**src/rtl/uart_rx.sv**
```systemverilog
// 8N1 UART receiver: 16x oversampling with a 2-of-3 vote at mid-bit, and a valid/ack byte output.
// o_valid_rx rises ~9.5 bit times after the start edge; an unacked byte blocks the next one, which is dropped and flagged in o_overrun.
module uart_rx #(
    parameter int CLK_HZ = 50_000_000,
    parameter int BAUD   = 115_200,
    parameter int DIV    = (CLK_HZ + BAUD * 8) / (BAUD * 16)
) (
    input  logic       i_clk,
    input  logic       i_rst,
    input  logic       i_data_rx,
    input  logic       i_ack_rx,
    output logic [7:0] o_data_rx,
    output logic       o_valid_rx,
    output logic       o_frame_err,
    output logic       o_overrun
);
    localparam int DIV_W = (DIV > 1) ? $clog2(DIV) : 1;

    typedef enum logic [1:0] {IDLE, START, DATA, STOP} state_t;

    state_t           r_state;
    logic             r_sync1;
    logic             r_sync2;
    logic [DIV_W-1:0] r_div;
    logic [3:0]       r_s;
    logic [2:0]       r_bitcnt;
    logic [1:0]       r_samp;
    logic [7:0]       r_shift;
    logic             r_done;

    logic w_rx;
    logic w_tick;
    logic w_maj;
    logic w_decide;
    logic w_wrap;

    assign w_rx     = r_sync2;
    assign w_tick   = (r_div == DIV_W'(DIV - 1));
    assign w_maj    = (r_samp[0] & r_samp[1]) | (r_samp[0] & w_rx) | (r_samp[1] & w_rx);
    assign w_decide = w_tick && (r_s == 4'd9);
    assign w_wrap   = w_tick && (r_s == 4'd15);

    always_ff @(posedge i_clk or posedge i_rst) begin
        if (i_rst) begin
            r_sync1 <= 1'b1;
            r_sync2 <= 1'b1;
        end else begin
            r_sync1 <= i_data_rx;
            r_sync2 <= r_sync1;
        end
    end

    always_ff @(posedge i_clk or posedge i_rst) begin
        if (i_rst) begin
            r_state     <= IDLE;
            r_div       <= '0;
            r_s         <= '0;
            r_bitcnt    <= '0;
            r_samp      <= '0;
            r_shift     <= '0;
            r_done      <= 1'b0;
            o_frame_err <= 1'b0;
        end else begin
            r_done      <= 1'b0;
            o_frame_err <= 1'b0;
            if (r_state == IDLE) begin
                r_div <= '0;
                r_s   <= '0;
                if (!w_rx) begin
                    r_state <= START;
                end
            end else begin
                r_div <= w_tick ? '0 : r_div + 1'b1;
                if (w_tick) begin
                    r_s <= r_s + 4'd1;
                end
                if (w_tick && (r_s == 4'd7)) begin
                    r_samp[0] <= w_rx;
                end
                if (w_tick && (r_s == 4'd8)) begin
                    r_samp[1] <= w_rx;
                end
                case (r_state)
                    START: begin
                        if (w_decide && w_maj) begin
                            r_state <= IDLE;
                        end else if (w_wrap) begin
                            r_state  <= DATA;
                            r_bitcnt <= '0;
                        end
                    end
                    DATA: begin
                        if (w_decide) begin
                            r_shift <= {w_maj, r_shift[7:1]};
                        end
                        if (w_wrap) begin
                            if (r_bitcnt == 3'd7) begin
                                r_state <= STOP;
                            end
                            r_bitcnt <= r_bitcnt + 3'd1;
                        end
                    end
                    STOP: begin
                        // Leave at mid-stop so a start edge right after the stop bit is not missed.
                        if (w_decide) begin
                            r_state <= IDLE;
                            if (w_maj) begin
                                r_done <= 1'b1;
                            end else begin
                                o_frame_err <= 1'b1;
                            end
                        end
                    end
                    default: r_state <= IDLE;
                endcase
            end
        end
    end

    always_ff @(posedge i_clk or posedge i_rst) begin
        if (i_rst) begin
            o_data_rx  <= 8'h00;
            o_valid_rx <= 1'b0;
            o_overrun  <= 1'b0;
        end else if (r_done && (!o_valid_rx || i_ack_rx)) begin
            o_data_rx  <= r_shift;
            o_valid_rx <= 1'b1;
        end else if (r_done) begin
            o_overrun <= 1'b1;
        end else if (o_valid_rx && i_ack_rx) begin
            o_valid_rx <= 1'b0;
        end
    end
endmodule

```
**config.mk**
```make
export PLATFORM = sky130hd
export DESIGN_NAME = uart_rx
export DESIGN_NICKNAME = d
export VERILOG_FILES = /design/src/rtl/uart_rx.sv
export SDC_FILE = /design/constraint.sdc
export NUM_CORES = 1
export LEC_CHECK = 0
export ABC_AREA = 1
export CORE_MARGIN = 5
export CORE_UTILIZATION = 35
export CTS_CLUSTER_DIAMETER = 120
export CTS_CLUSTER_SIZE = 12
export DETAILED_ROUTE_END_ITERATION = 8
export PLACE_DENSITY_LB_ADDON = 0.2
export SETUP_SLACK_MARGIN = 0.05
export SLEW_MARGIN = 20
export SYNTH_ARGS = -nofsm -noshare
export SYNTH_HDL_FRONTEND = slang
export SYNTH_SLANG_ARGS = --single-unit
```
**constraint.sdc**
```tcl
create_clock -name i_clk -period 4.06 [get_ports i_clk]
set_input_delay 0.609 -clock i_clk [delete_from_list [all_inputs] [get_ports i_clk]]
set_output_delay 0.609 -clock i_clk [all_outputs]
set_load 0.005 [all_outputs]
```
==> flow_summary.yaml <==
sta:
  min_period_ns: 1.972
  skew_ns: 0.008148
  finalSetupTns_ns: 0
  timing.fmax_ghz: 0.5070
  tightestPinTransition_ns: 0.5798
  setup_viol: 0
  slew_headroom_pct: 61.22
  min_period_over_period_pct: 48.58
  rsz0062_at_grt: "false"
  hold_viol: 0
  drv_slew: 0
routing:
  first_pass_iters: 4
  wl_um: 2919
  via_per_inst: 4.383
  drc: 0
  via_count: 1271
  wire_per_inst_um: 10.07
  final_antenna_net_count: 0
  drt_iter0_drc: 37
cts:
  tritoncts: "yes"
  cts_buffer_depth: 2
  clockRootBuffer: "clkbuf_8"
  ctsHoldBuffers: 0
  cts_sinks: 38
  htree_levels: 2
  numCtsBuffers: 5
  ctsResizeCount: 0
  path_clk_slew_ns: 0.08
  clock_latency_ns: 0.29
  post_cts_buffers: 0
setup_path:
  crit_arrival_ns: 2.10
  endpoint_kind: "register"
  startpoint: "r_div[0]"
  critPathMaxFanout: 16
  critPathRequiredTime_ns: 4.19
  crit_type: "register to register"
  cp-start-kind: "register"
  r2r_start: "r_div[0]"
outcome:
  status: "complete, no violations"
global_route:
  grt_pass1_vias: 1194
  grt_overflow: 0
  grt_max_degree: 39
  grt_pass1_wl_um: 5154
  antenna_found_initial: 0
  grt_usage_pct: 10.10
placement:
  gp_congestion: 0.7790
  io_buffer_count: 14
  dp_hpwl_um: 2108
final_layout:
  layout_common_cells: "nand2_1 (51), dfrtp_1 (36), inv_1 (25), o21ai_0 (18), clkdlybuf4s50_1 (14)"
  drive_gt1_share_pct: 10.00
  synthToLayoutAreaGrowth_pct: 16.77
  final_net_count: 234
  antennaDiodeCount: 0
  mostFrequentLayoutCell: "nand2_1"
synth:
  ys_seq_area_share_pct: 52.81
  synthMuxAreaShare_pct: 0
  syn_area_per_cell_um2: 8.982
  ys_ff_latch: 38
  synth-edff-count: 0
  async_flop_share_pct: 100.0
  netlist_instances: 201
  ys_types: 28
  synthFlopType: "dfrtp_1"
  synth_top_family_by_area: "simple AND/OR/NAND/NOR gates"
  yosys.area_share.simple_pct: 22.66
  ys_warn_count: 0
  syn_area_mm2: 0.001805
  synth_nets: 216
  synth_compound_area_share_pct: 8.316
  synth_fa_ha_area_share_pct: 7.623
  synth_xor_xnor_area_share_pct: 1.455
die:
  fp.dieH_um: 81.82
  dieArea_mm2: 0.006695
  die_w_um: 81.82
  io_pins: 15
  core-area_mm2: 0.005075
  start_util_pct: 35.58
  rows: 26
power_and_ir_drop:
  total_power_mw: 0.6598
  p_seq_share_pct: 57.7
  power.share.clock_pct: 40.6
  swShare_pct: 21.21
  irDropWorstVdd_mv: 0.1588
  p_per_area_mw_per_mm2: 313.0
  total_leakage_power_nw: 1.014
  comb_power_share_pct: 1.7
  p_int_mw: 0.5199
  switchingPower_mw: 0.1399
worst_hold_path:
  hold_start: "r_sync1"
  min_path_type: "register to register"
job:
  drv_cap: 0
-- final timing paths --
| kind | endpoint | slack (ns) | depth (start not counted) |
|---|---|---|---|
| worst max-delay path | r_shift[1] | 2.09 | 7 |
| worst min-delay path | r_sync2 | 0.36 | 0 |
| worst max register to register | r_shift[1] | 2.09 | 7 |
| worst min register to register | r_sync2 | 0.36 | 0 |
| max in group asynchronous | r_sync1 | 2.96 | 3 |
| min in group asynchronous | o_overrun | 0.74 | 3 |
-- area by class of cell --
type / count / area, um^2
multi-input cells: 132 / 723.2
repair buffers: 15 / 147.6
flip-flops and latches: 38 / 953.4
clock inverters: 2 / 12.51
fillers: 532 / 2967
inverters: 27 / 101.3
well taps: 70 / 87.58
clock buffers: 6 / 82.58
-- metrics by stage --
| stage | util, % | std cells | worst slack [ns] | cell area (um^2) | hold slack, ns |
|---|---|---|---|---|---|
| 2_1_floorplan | - | 201 | 2.593 | 1805 | 0.3452 |
| 3_3_place_gp | 39.67 | 282 | 2.204 | 2013 | 0.3463 |
| 3_5_place_dp | 39.67 | 282 | 2.093 | 2013 | 0.3501 |
| 4_1_cts | 41.54 | 290 | 2.084 | 2108 | 0.3606 |
| 5_1_grt | 41.54 | 290 | 1.906 | 2108 | 0.3641 |
| 6_report | 41.54 | 290 | 2.088 | 2108 | 0.3614 |
-- state kept, by name (all words and copies together) (netlist names) --
register / count
r_shift: 8
r_s: 4
r_sync1: 1
r_samp: 2
r_div: 5
r_bitcnt: 3
r_done: 1
r_state: 2
o_overrun: 1
o_valid_rx: 1
r_sync2: 1
o_frame_err: 1
o_data_rx: 8
-- routing by layer --
metal / part of all wire (%) / GRT usage (%)
met1: 50 / 12.86
met2: 43 / 15.51
met3: 5.1 / 3.399
met4: 1.9 / 4.485
met5: 0 / 0
-- critical path, stage by stage (launching register included) --
cell     delay, ns
dfrtp_1       0.42
inv_1         0.07
ha_1          0.14
nand2_1       0.08
nor2_4        0.30
nand2_2       0.13
nor3_4        0.47
o21ai_0       0.20
-- cell usage after synthesis (2+ instances only) --
library cell | count | area share, %
nand2_1 | 51 | 11
dfrtp_1 | 36 | 50
inv_1 | 25 | 5.2
o21ai_0 | 18 | 5.0
nor2_1 | 12 | 2.5
ha_1 | 11 | 7.6
nand3_1 | 10 | 2.8
nor3_1 | 6 | 1.7
a21oi_1 | 4 | 1.1
nand2_2 | 4 | 1.4
o21ai_2 | 3 | 1.5
dfstp_2 | 2 | 2.9
nand3b_1 | 2 | 0.83
nand4_1 | 2 | 0.69
xor2_1 | 2 | 0.97
-- cells by family after synthesis --
group           count (synthesis)
fa+ha+maj                      11
simple gates                   91
compound gates                 27
xor+xnor                        3
flops                          38
buf+inv                        31
-- power groups by stage --
stage	Sequential, mW	Clock (mW)	Combinational (mW)
5_1_grt	0.381	0.296	0.0134
3_5_place_dp	0.388	0	0.0121
4_1_cts	0.381	0.281	0.0121
3_3_place_gp	0.388	0	0.0121
6_report	0.381	0.268	0.0113
2_1_floorplan	0.388	0	0.00601
Note: power is estimated with default switching activity, not from simulation.
